File: config.mk
export PLATFORM = sky130hd
export DESIGN_NAME = registers_bank
export DESIGN_NICKNAME = d
export VERILOG_FILES = /design/src/rtl/registers_bank.sv
export SDC_FILE = /design/constraint.sdc
export NUM_CORES = 1
export LEC_CHECK = 0
export BUFFER_PORTS_ARGS = -buffer_cell sky130_fd_sc_hd__clkbuf_2
export CELL_PAD_IN_SITES_DETAIL_PLACEMENT = 0
export CELL_PAD_IN_SITES_GLOBAL_PLACEMENT = 1
export CORE_UTILIZATION = 46
export DETAILED_ROUTE_END_ITERATION = 8
export GPL_TIMING_DRIVEN = 0
export PLACE_DENSITY_LB_ADDON = 0.1
export SLEW_MARGIN = 20
export SYNTH_ARGS = -nofsm -noshare
export SYNTH_HDL_FRONTEND = slang
export SYNTH_SLANG_ARGS = --single-unit
File: constraint.sdc
create_clock -name clock -period 3.3 [get_ports clock]
set_input_delay 0.66 -clock clock [delete_from_list [all_inputs] [get_ports clock]]
set_output_delay 0.66 -clock clock [all_outputs]
set_load 0.02 [all_outputs]
File: src/rtl/registers_bank.sv
// Multi-ported register file: one synchronous write port, two combinational read ports.
// Synchronous active-high reset clears every register and overrides a same-edge write.
module registers_bank #(
  parameter int unsigned DATA_WIDTH = 8,
  parameter int unsigned ADDR_WIDTH = 2
) (
  input  logic                  clock,
  input  logic                  regwrite,
  input  logic [ADDR_WIDTH-1:0] reg1_read,
  input  logic [ADDR_WIDTH-1:0] reg2_read,
  input  logic [ADDR_WIDTH-1:0] address,
  input  logic [DATA_WIDTH-1:0] writedata,
  output logic [DATA_WIDTH-1:0] data1,
  output logic [DATA_WIDTH-1:0] data2,
  input  logic                  reset
);

  localparam int unsigned NumRegs = 2 ** ADDR_WIDTH;

  logic [DATA_WIDTH-1:0] regs_q [NumRegs];
  logic [DATA_WIDTH-1:0] regs_d [NumRegs];

  always_comb begin
    regs_d = regs_q;
    if (reset) begin
      for (int i = 0; i < int'(NumRegs); i++) begin
        regs_d[i] = '0;
      end
    end else if (regwrite) begin
      regs_d[address] = writedata;
    end
  end

  always_ff @(posedge clock) begin
    regs_q <= regs_d;
  end

  // Reads come straight from storage: no bypass of the write in flight.
  assign data1 = regs_q[reg1_read];
  assign data2 = regs_q[reg2_read];

endmodule

# Word-level counts from Yosys, hierarchy flattened
# Cells that the tools add are included.
# W data, S select, Z words.
# op_classes
muxes	9
n_reduce_logical	1
order_cmp	4
bitwise	3
# op_table
op	n
$mux W8	5
$bmux W8 S2	2
$bwmux W32	1
$demux W8 S2	1
$ge A3 B3 Y1 const B	3
$not A2 Y3	3
$lt A3 B1 Y1 const B	1
$logic_and A1 B1 Y1	1
# word_totals
input_bits	17
register_bits	32

# Longest topological paths before layout
# Gate-level depths: netlist of run 1.
# logic_depth
depth_word	6
mapped_depth	4
ltp_nobuf	2

# Least setup slack after synthesis of run 1
# No wires, ideal clock.
# synth_timing
kind	input to output
startpoint	input port reg1_read[1]
endpoint	output port data1[0]
t_required_ns	2.640
t_arrival_ns	1.478
slack_ns	1.162
cell_stages	2
path_buffers	1
cell_sequence	buf_2 mux4_2
# synth_via
elab_chain_len	4
# synth_lines
item	line	rtl
from (decl)	9	input logic [ADDR_WIDTH-1:0] reg1_read,
$not A2 Y3 (implied by the code)	39	assign data1 = regs_q[reg1_read];
$bmux W8 S2	39	
$mux W8 (implied by the code) (2 in a row)	39	
to (decl)	13	output logic [DATA_WIDTH-1:0] data1,
# Every way passes these cells. The select of a mux whose other input is x is not followed.

# Worst setup path in the final report of run 1
# layout_timing
startpoint	input port reg2_read[1]
endpoint	output port data2[2]
# layout_via
elab_chain_len	4
# layout_lines
item	line	rtl
from (decl)	10	input logic [ADDR_WIDTH-1:0] reg2_read,
$not A2 Y3 (implied by the code)	40	assign data2 = regs_q[reg2_read];
$bmux W8 S2	40	
$mux W8 (implied by the code) (2 in a row)	40	
to (decl)	14	output logic [DATA_WIDTH-1:0] data2,
# Every way passes these cells. The select of a mux whose other input is x is not followed.

==> results of run 1 <==
-- layout make-up --
cell class	count	area, sq um	area share, %
Clock inverter	2	10.01	0.5198
Clock buffer	6	51.30	2.664
Timing Repair Buffer	26	130.1	6.758
Sequential cell	32	640.6	33.27
Tap cell	46	57.56	2.989
Multi-Input combinational cell	94	977.2	50.75
Buffer	12	58.81	3.054
-- per-layer routing --
layer	GRT usage (%)	routed length, um	up-vias
li1	-	-	563
met1	24.62	1620	581
met2	38.60	1919	21
met3	6.569	115	4
met4	6.105	43	0
met5	0	0	-
-- critical path: stages --
cell and delay, ns:
buf_2 0.28, mux4_2 0.55, clkbuf_2 0.17
-- path summary, 6_finish.rpt --
check,to,slack [ns]
worst max-delay path,data2[2],0.97
worst min-delay path,regs_q[24]$_SDFFE_PP0P_,0.49
worst max register to register,regs_q[10]$_SDFFE_PP0P_,2.65
worst min register to register,regs_q[24]$_SDFFE_PP0P_,0.49
-- stage by stage --
step | utilization [%] | worst slack (ns)
global placement | 54.58 | 0.9757
finish | 56.37 | 0.9740
floorplan | - | 1.162
global route | 56.37 | 0.9243
CTS | 56.37 | 0.9650
detailed placement | 54.58 | 0.9661
-- placed cells by master, fill, tap and decap left out, drive strengths merged --
cell | Yosys | layout
buf | 6 | 6
dfxtp | 32 | 32
clkbuf | 6 | 38
mux2i | 32 | 32
clkinv | 0 | 2
nand3 | 1 | 1
nand3b | 2 | 2
mux4 | 16 | 16
nand2b | 40 | 40
or3b | 1 | 1
and3b | 2 | 2
-- logic make-up after synthesis --
| family | after synthesis |
|---|---|
| DFF | 32 |
| and+or+nand+nor | 46 |
| buffers and inverters | 12 |
| muxes | 48 |
-- power groups by stage --
stage / clock network, mW / registers (mW) / logic [mW]
after floorplan: 0 / 0.415 / 0.0818
after global placement: 0 / 0.417 / 0.111
after detailed placement: 0 / 0.418 / 0.114
after CTS: 0.243 / 0.409 / 0.114
after global routing: 0.267 / 0.411 / 0.121
final: 0.239 / 0.409 / 0.112
==> impl_metrics.env, run 1 <==
export IMPL_synth_compound_area_share_pct=0
export IMPL_yosys_area_top_type_share_pct=38.21
export IMPL_die_area_sq_um=3890
export IMPL_n_fill_cell=302
export IMPL_drive_gt1_share_pct=32.56
export IMPL_yosys_area_share_simple_pct=17.69
export IMPL_initial_core_util_pct=49.08
export IMPL_async_reset_ff_share_pct=0
export IMPL_synth_top_family_by_area="multiplexers"
export IMPL_cp_start_kind="primary input"
export IMPL_clk_pin_slew_ns=0.10
export IMPL_nets=188
export IMPL_fin_setup_tns_ns=0
export IMPL_largest_register="regs_q"
export IMPL_synthToLayoutAreaGrowth_pct=14.85
export IMPL_clockRootBuffer="clkbuf_4"
export IMPL_finalInstanceArea_sq_um=1926
export IMPL_diodes=0
export IMPL_grt_pass1_vias=1239
export IMPL_row_count=21
export IMPL_cts_tree="built"
export IMPL_worstSkewPairLatency_ns=0.34
export IMPL_setup_viol=0
export IMPL_ys_types=11
export IMPL_grtUsageTotal_pct=21.52
export IMPL_grt_pass1_wl_mm=6.078
export IMPL_largest_reg_flops=32
export IMPL_seq_power_share_pct=53.8
export IMPL_syn_area_sq_um=1677
export IMPL_dpl_instance_area_sq_um=1864
export IMPL_coreArea_sq_um=3416
export IMPL_combinationalPowerShare_pct=14.8
export IMPL_r2r_start="regs_q[10]$_SDFFE_PP0P_"
export IMPL_status="complete, no violations"
export IMPL_fin_crit_sh_pct=70.49
export IMPL_vias=1169
export IMPL_synth_edf_count=0
export IMPL_final_cells=218
export IMPL_synth_xor_area_share_pct=0
export IMPL_drc=0
export IMPL_cp_required_ns=2.64
export IMPL_pwr_share_clk_pct=31.4
export IMPL_rsz0062_at_grt="false"
export IMPL_first_pass_iters=4
export IMPL_power_density_nw_per_um2=394.9
export IMPL_critPathLaunch="reg2_read[1]"
export IMPL_layout_min_cycle_time_ns=2.326
export IMPL_ioPinCount=33
export IMPL_h_tree_depth=2
export IMPL_grt_max_degree=11
export IMPL_cts_repair_resized=0
export IMPL_grt_overflow=0
export IMPL_ff2ff_path_depth=2
export IMPL_synthCells=138
export IMPL_dp_cells=210
export IMPL_cp_arrival_ns=1.67
export IMPL_synth_most_common_cell="nand2b_1"
export IMPL_worstPathMaxFanout=8
export IMPL_die_h_um=62.37
export IMPL_design_power_total_mw=0.7604
export IMPL_hold_buffers=0
export IMPL_netlist_top_cells_area="dfxtp_1 (38%), mux4_2 (21%), mux2i_1 (19%)"
export IMPL_ir_drop_mv=0.2150
export IMPL_syn_avg_cell_area_sq_um=12.15
export IMPL_cap_violations=0
export IMPL_wl_mm=3.699
export IMPL_fmax_ghz=0.4299
export IMPL_finalHoldViolCount=0
export IMPL_worstHoldStart="regs_q[24]$_SDFFE_PP0P_"
export IMPL_post_cts_buffers=0
export IMPL_finalClockSkew_ns=0
export IMPL_internal_power_mw=0.5553
export IMPL_synth_area_mux_share_pct=40.60
export IMPL_hold_path_class="reg2reg"
export IMPL_synth_nets=155
export IMPL_clock_sink_count=32
export IMPL_cts_buffers=5
export IMPL_hold_depth=2
export IMPL_timing_hold_ws_ns=0.4919
export IMPL_switchingPower_mw=0.2051
export IMPL_clk_path_buf_depth=2
export IMPL_static_leakage_power_nw=0.8774
export IMPL_path_class="in2out"
export IMPL_port_buffer_count=26
export IMPL_drtIter0Drc=63
export IMPL_end_kind="output port"
export IMPL_dieWidth_um=62.37
export IMPL_reg_top3="regs_q x32"
export IMPL_yosys_warnings=0
export IMPL_synth_seq_cells=32
export IMPL_ant_nets=0
export IMPL_yosysSeqAreaShare_pct=38.21
export IMPL_synth_fa_ha_area_share_pct=0
export IMPL_ys_flop_type="dfxtp_1"
export IMPL_slew_violations=0
export IMPL_wl_per_cell_um=16.97
export IMPL_worstMarginPinSlew_ns=0.6556
export IMPL_viasPerCell=5.362
export IMPL_antenna_found_initial=0
export IMPL_synth_commonest_cells="nand2b_1 (40), dfxtp_1 (32), mux2i_1 (32), mux4_2 (16), clkbuf_1 (6)"
export IMPL_synth_top_area_cell="dfxtp_1"
export IMPL_place_congestion=0.7341
export IMPL_hpwl_mm=2.585
export IMPL_switching_share_pct=26.97
export IMPL_slew_headroom_pct=56.17
No activity file was read; power rests on OpenSTA's default activity.
==> run 2: changes to the inputs <==
--- a/config.mk
+++ b/config.mk
@@ -8,7 +8,7 @@
 export BUFFER_PORTS_ARGS = -buffer_cell sky130_fd_sc_hd__clkbuf_2
 export CELL_PAD_IN_SITES_DETAIL_PLACEMENT = 0
 export CELL_PAD_IN_SITES_GLOBAL_PLACEMENT = 1
-export CORE_UTILIZATION = 46
+export CORE_UTILIZATION = 39
 export DETAILED_ROUTE_END_ITERATION = 8
 export GPL_TIMING_DRIVEN = 0
 export PLACE_DENSITY_LB_ADDON = 0.1
==> constraint.sdc (replaced) <==
create_clock -name clock -period 2.11 [get_ports clock]
set_input_delay 0.422 -clock clock [delete_from_list [all_inputs] [get_ports clock]]
set_output_delay 0.422 -clock clock [all_outputs]
set_load 0.02 [all_outputs]
==> impl_metrics.env, run 2 (synthesis results as in run 1) <==
export IMPL_status="complete, no violations"
export IMPL_nets=188
export IMPL_slew_violations=0
export IMPL_hpwl_mm=2.671
export IMPL_place_congestion=0.7452
export IMPL_dieWidth_um=67.57
export IMPL_die_area_sq_um=4565
export IMPL_dpl_instance_area_sq_um=1869
export IMPL_first_pass_iters=4
export IMPL_wl_per_cell_um=17.53
export IMPL_post_cts_buffers=0
export IMPL_final_cells=222
export IMPL_cts_repair_resized=0
export IMPL_largest_reg_flops=32
export IMPL_drc=0
export IMPL_static_leakage_power_nw=0.8849
export IMPL_worstMarginPinSlew_ns=0.6777
export IMPL_cts_buffers=5
export IMPL_largest_register="regs_q"
export IMPL_ff_latch_area_sq_um=640.6
export IMPL_ant_nets=0
export IMPL_cap_violations=0
export IMPL_die_h_um=67.57
export IMPL_layout_min_cycle_time_ns=1.851
export IMPL_pre_cts_slack_ns=0.2426
export IMPL_finalInstanceArea_sq_um=1959
export IMPL_finalClockSkew_ns=0
export IMPL_clk_pin_slew_ns=0.07
export IMPL_grt_pass1_vias=1219
export IMPL_row_count=23
export IMPL_grt_max_degree=11
export IMPL_fin_crit_sh_pct=87.73
export IMPL_reg_top3="regs_q x32"
export IMPL_n_fill_cell=385
export IMPL_worstPathMaxFanout=8
export IMPL_finalHoldViolCount=0
export IMPL_timing_hold_ws_ns=0.4595
export IMPL_grt_overflow=0
export IMPL_vias=1165
export IMPL_fmax_ghz=0.5402
export IMPL_hold_path_class="in2reg"
export IMPL_h_tree_depth=2
export IMPL_port_buffer_count=26
export IMPL_seq_power_share_pct=49.2
export IMPL_drtIter0Drc=49
export IMPL_worstSkewPairLatency_ns=0.28
export IMPL_grt_pass1_wl_mm=6.134
export IMPL_setup_ws_ns=0.2589
export IMPL_wl_mm=3.891
export IMPL_clk_path_buf_depth=2
export IMPL_drive_gt1_share_pct=31.40
export IMPL_ir_drop_mv=0.3922
export IMPL_clock_sink_count=32
export IMPL_synthToLayoutAreaGrowth_pct=16.87
export IMPL_diodes=0
export IMPL_fin_util_pct=48.29
export IMPL_r2r_start="regs_q[16]$_SDFFE_PP0P_"
export IMPL_r2r_setup_slack_ns=1.46
export IMPL_ioPinCount=33
export IMPL_switchingPower_mw=0.3255
export IMPL_power_density_nw_per_um2=664.5
export IMPL_cts_tree="built"
export IMPL_path_class="in2out"
export IMPL_setup_viol=0
export IMPL_final_common_cell="nand2b_1"
export IMPL_final_cell_mix="nand2b_1 (40), mux2i_1 (32), dfxtp_1 (32), clkbuf_2 (26), mux4_2 (16)"
export IMPL_combinationalPowerShare_pct=13.6
export IMPL_worstHoldStart="writedata[2]"
export IMPL_rsz0062_at_grt="false"
export IMPL_cp_arrival_ns=1.43
export IMPL_coreArea_sq_um=4058
export IMPL_critPathLaunch="reg2_read[1]"
export IMPL_fin_setup_tns_ns=0
export IMPL_pwr_share_clk_pct=37.2
export IMPL_grtUsageTotal_pct=19.72
export IMPL_viasPerCell=5.248
export IMPL_slew_headroom_pct=54.69
export IMPL_switching_share_pct=25.00
export IMPL_hold_buffers=0
export IMPL_dp_cells=214
export IMPL_cp_required_ns=1.69
export IMPL_multiInputGateArea_sq_um=977.2
export IMPL_clockRootBuffer="clkbuf_8"
export IMPL_antenna_found_initial=0
export IMPL_end_kind="output port"
export IMPL_internal_power_mw=0.9765
export IMPL_design_power_total_mw=1.302
export IMPL_cp_start_kind="primary input"
export IMPL_initial_core_util_pct=41.32
## run 2: power groups by stage
stage | logic [mW] | registers (mW) | clock network, mW
detailed placement | 0.179 | 0.654 | 0
CTS | 0.180 | 0.640 | 0.500
finish | 0.177 | 0.640 | 0.485
global route | 0.192 | 0.643 | 0.526
global placement | 0.178 | 0.652 | 0
floorplan | 0.128 | 0.649 | 0
## run 2: area by class of cell
cell class / instances / share of cell area (%)
Buffer: 12 / 3.001
Clock buffer: 8 / 4.598
Multi-Input combinational cell: 94 / 49.87
Sequential cell: 32 / 32.69
Tap cell: 50 / 3.193
Timing Repair Buffer: 26 / 6.641
## run 2: path summary, 6_finish.rpt
check / end / cells past startpoint
setup / recovery: data2[1] / 3
hold / removal: regs_q[26]$_SDFFE_PP0P_ / 3
setup reg to reg: regs_q[16]$_SDFFE_PP0P_ / 2
hold reg to reg: regs_q[12]$_SDFFE_PP0P_ / 2
## run 2: layer usage
metal | GRT usage [%] | share of wire (%)
met1 | 23.29 | 43
met2 | 34.41 | 52
met3 | 4.561 | 3.4
met4 | 7.181 | 1.3
met5 | 0 | 0
## run 2: worst max-delay path, cell delays in order
cell	delay, ns
buf_2	0.28
mux4_2	0.56
clkbuf_2	0.17
==> run 3: changes to the inputs <==
==> config.mk (replaced) <==
export PLATFORM = sky130hd
export DESIGN_NAME = registers_bank
export DESIGN_NICKNAME = d
export VERILOG_FILES = /design/src/rtl/registers_bank.sv
export SDC_FILE = /design/constraint.sdc
export NUM_CORES = 1
export LEC_CHECK = 0
export ABC_AREA = 1
export BUFFER_PORTS_ARGS = -buffer_cell sky130_fd_sc_hd__clkbuf_2
export CORE_UTILIZATION = 50
export CTS_BUF_LIST = sky130_fd_sc_hd__clkbuf_16
export DETAILED_ROUTE_END_ITERATION = 8
export GPL_TIMING_DRIVEN = 0
export PLACE_DENSITY = 0.76
export SLEW_MARGIN = 20
export SYNTH_ARGS = -nofsm -noshare
export SYNTH_HDL_FRONTEND = slang
export SYNTH_SLANG_ARGS = --single-unit
==> impl_metrics.env, run 3 <==
export IMPL_yosys_area_share_simple_pct=37.41
export IMPL_worstMarginPinSlew_ns=0.5852
export IMPL_path_cells="clkbuf_1, inv_1, o211ai_1, nand2_1, clkbuf_2"
export IMPL_synth_area_mux_share_pct=0
export IMPL_wl_mm=5.207
export IMPL_fin_crit_sh_pct=92.64
export IMPL_clock_sink_count=32
export IMPL_grt_max_degree=11
export IMPL_reg_top3="regs_q x32"
export IMPL_synthToLayoutAreaGrowth_pct=18.53
export IMPL_crit_family="buffers and inverters"
export IMPL_drc=0
export IMPL_synth_most_common_cell="nand2_1"
export IMPL_endpoint="data1[4]"
export IMPL_clk_pin_slew_ns=0.05
export IMPL_path_buf_inv=3
export IMPL_setup_viol=0
export IMPL_post_cts_buffers=0
export IMPL_synth_xor_area_share_pct=0
export IMPL_ant_nets=0
export IMPL_switchingPower_mw=0.4657
export IMPL_grt_pass1_vias=1726
export IMPL_nets=351
export IMPL_synthCells=298
export IMPL_row_count=21
export IMPL_path_class="in2out"
export IMPL_synth_compound_area_share_pct=15.49
export IMPL_r2r_setup_slack_ns=1.41
export IMPL_dieWidth_um=62.16
export IMPL_drtIter0Drc=140
export IMPL_fmax_ghz=0.5116
export IMPL_antenna_found_initial=0
export IMPL_ys_types=12
export IMPL_r2r_start="regs_q[12]$_SDFFE_PP0P_"
export IMPL_synth_commonest_cells="nand2_1 (104), nor2_1 (56), inv_1 (37), dfxtp_1 (32), o211ai_1 (32)"
export IMPL_hpwl_mm=3.540
export IMPL_synth_fa_ha_area_share_pct=0
export IMPL_viasPerCell=5.274
export IMPL_grt_overflow=0
export IMPL_netlist_top_cells_area="dfxtp_1 (35%), nand2_1 (22%), o211ai_1 (13%)"
export IMPL_grtUsageTotal_pct=28.50
export IMPL_static_leakage_power_nw=1.191
export IMPL_syn_avg_cell_area_sq_um=6.071
export IMPL_finalClockSkew_ns=0
export IMPL_place_congestion=0.8858
export IMPL_end_kind="output port"
export IMPL_design_power_total_mw=1.619
export IMPL_hold_buffers=0
export IMPL_slew_headroom_pct=60.98
export IMPL_cp_required_ns=1.69
export IMPL_seq_power_share_pct=40.3
export IMPL_internal_power_mw=1.154
export IMPL_synth_top_area_cell="dfxtp_1"
export IMPL_cts_tree="built"
export IMPL_vias=2004
export IMPL_fin_util_pct=63.27
export IMPL_diodes=0
export IMPL_syn_area_sq_um=1809
export IMPL_grt_pass1_wl_mm=8.473
export IMPL_fin_setup_tns_ns=0
export IMPL_cp_start_kind="primary input"
export IMPL_critPathLaunch="reg1_read[1]"
export IMPL_layout_min_cycle_time_ns=1.955
export IMPL_slowest_delay_ns=0.37
export IMPL_regToRegEndpoint="regs_q[12]$_SDFFE_PP0P_"
export IMPL_cts_buffers=5
export IMPL_synth_top_family_by_area="simple AND/OR/NAND/NOR gates"
export IMPL_yosys_area_top_type_share_pct=35.41
export IMPL_cp_arrival_ns=1.53
export IMPL_clk_path_buf_depth=2
export IMPL_largest_reg_flops=32
export IMPL_switching_share_pct=28.76
export IMPL_h_tree_depth=2
export IMPL_rsz0062_at_grt="false"
export IMPL_worstPathMaxFanout=9
export IMPL_first_pass_iters=5
export IMPL_largest_register="regs_q"
export IMPL_hold_path_class="in2reg"
export IMPL_ioPinCount=33
export IMPL_status="complete, no violations"
export IMPL_die_area_sq_um=3863
export IMPL_ir_drop_mv=0.5399
export IMPL_setup_ws_ns=0.1552
export IMPL_die_h_um=62.16
export IMPL_drive_gt1_share_pct=12.87
export IMPL_pre_cts_slack_ns=0.1877
export IMPL_coreArea_sq_um=3390
export IMPL_yosys_warnings=0
export IMPL_combinationalPowerShare_pct=18.8
export IMPL_power_density_nw_per_um2=755.1
export IMPL_port_buffer_count=29
export IMPL_slew_violations=0
export IMPL_yosysSeqAreaShare_pct=35.41
export IMPL_async_reset_ff_share_pct=0
export IMPL_cap_violations=0
export IMPL_ff2ff_path_depth=4
export IMPL_synth_nets=315
export IMPL_clockRootBuffer="clkbuf_16"
export IMPL_initial_core_util_pct=53.38
export IMPL_synth_edf_count=0
export IMPL_crit_path_top_delay_cell="clkbuf_1"
export IMPL_cts_repair_resized=0
export IMPL_n_fill_cell=342
export IMPL_wl_per_cell_um=13.70
export IMPL_final_cell_mix="nand2_1 (104), nor2_1 (56), inv_1 (37), o211ai_1 (32), dfxtp_1 (32)"
export IMPL_finalHoldViolCount=0
export IMPL_ys_flop_type="dfxtp_1"
export IMPL_final_common_cell="nand2_1"
export IMPL_pwr_share_clk_pct=40.9
export IMPL_path_depth=5
export IMPL_worstSkewPairLatency_ns=0.27
export IMPL_synth_seq_cells=32
[run 3: tightest hold or removal path, delay by kind of cell]
kind	cells	cell delay, ns
AND/OR/NAND/NOR	2	0.13
buffers and inverters	1	0.12
[run 3: worst min-delay path by stage]
stage	startpoint	end	slack [ns]	cells past startpoint
global route	reset	regs_q[15]$_SDFFE_PP0P_	0.44	4
finish	writedata[1]	regs_q[1]$_SDFFE_PP0P_	0.43	3
CTS	writedata[4]	regs_q[4]$_SDFFE_PP0P_	0.43	3
global placement	regs_q[26]$_SDFFE_PP0P_	regs_q[26]$_SDFFE_PP0P_	0.49	2
floorplan	regs_q[24]$_SDFFE_PP0P_	regs_q[24]$_SDFFE_PP0P_	0.47	2
detailed placement	regs_q[25]$_SDFFE_PP0P_	regs_q[25]$_SDFFE_PP0P_	0.50	2
[run 3: kinds of logic after synthesis]
group | Yosys count
AOI/OAI and AO/OA | 40
buffers and inverters | 54
DFF | 32
and+or+nand+nor | 172
[run 3: per-stage QoR]
stage          area, sq um  instances  hold WS, ns
2_1_floorplan         1809        298       0.4745
4_1_cts               2145        380       0.4276
6_report              2145        380       0.4298
5_1_grt               2145        380       0.4411
3_5_place_dp          2012        373       0.4989
3_3_place_gp          2012        373       0.4909
[run 3: power groups by stage]
stage	sequential (mW)	clock, mW	combinational [mW]
floorplan	0.661	0	0.202
global placement	0.664	0	0.295
detailed placement	0.665	0	0.299
CTS	0.653	0.675	0.301
global route	0.655	0.700	0.337
finish	0.653	0.662	0.304
[run 3: metal layers]
metal	part of all wire, %	wire length [um]	vias up	track usage (%)
met4	2.1	110	0	11.05
met2	43	2234	100	42.58
met3	10	531	10	7.353
met1	45	2331	890	39.09
met5	0	0	-	0
li1	-	-	1004	-
[run 3: final cells by class]
cell class / instances / area (sq um) / share of cell area, %
well taps: 46 / 57.56 / 2.684
clock inverters: 2 / 7.507 / 0.3501
repair buffers: 29 / 145.1 / 6.768
clock buffers: 5 / 125.1 / 5.834
inverters: 37 / 138.9 / 6.476
multi-input cells: 212 / 957.2 / 44.63
flip-flops and latches: 32 / 640.6 / 29.87
plain buffers: 17 / 72.57 / 3.384
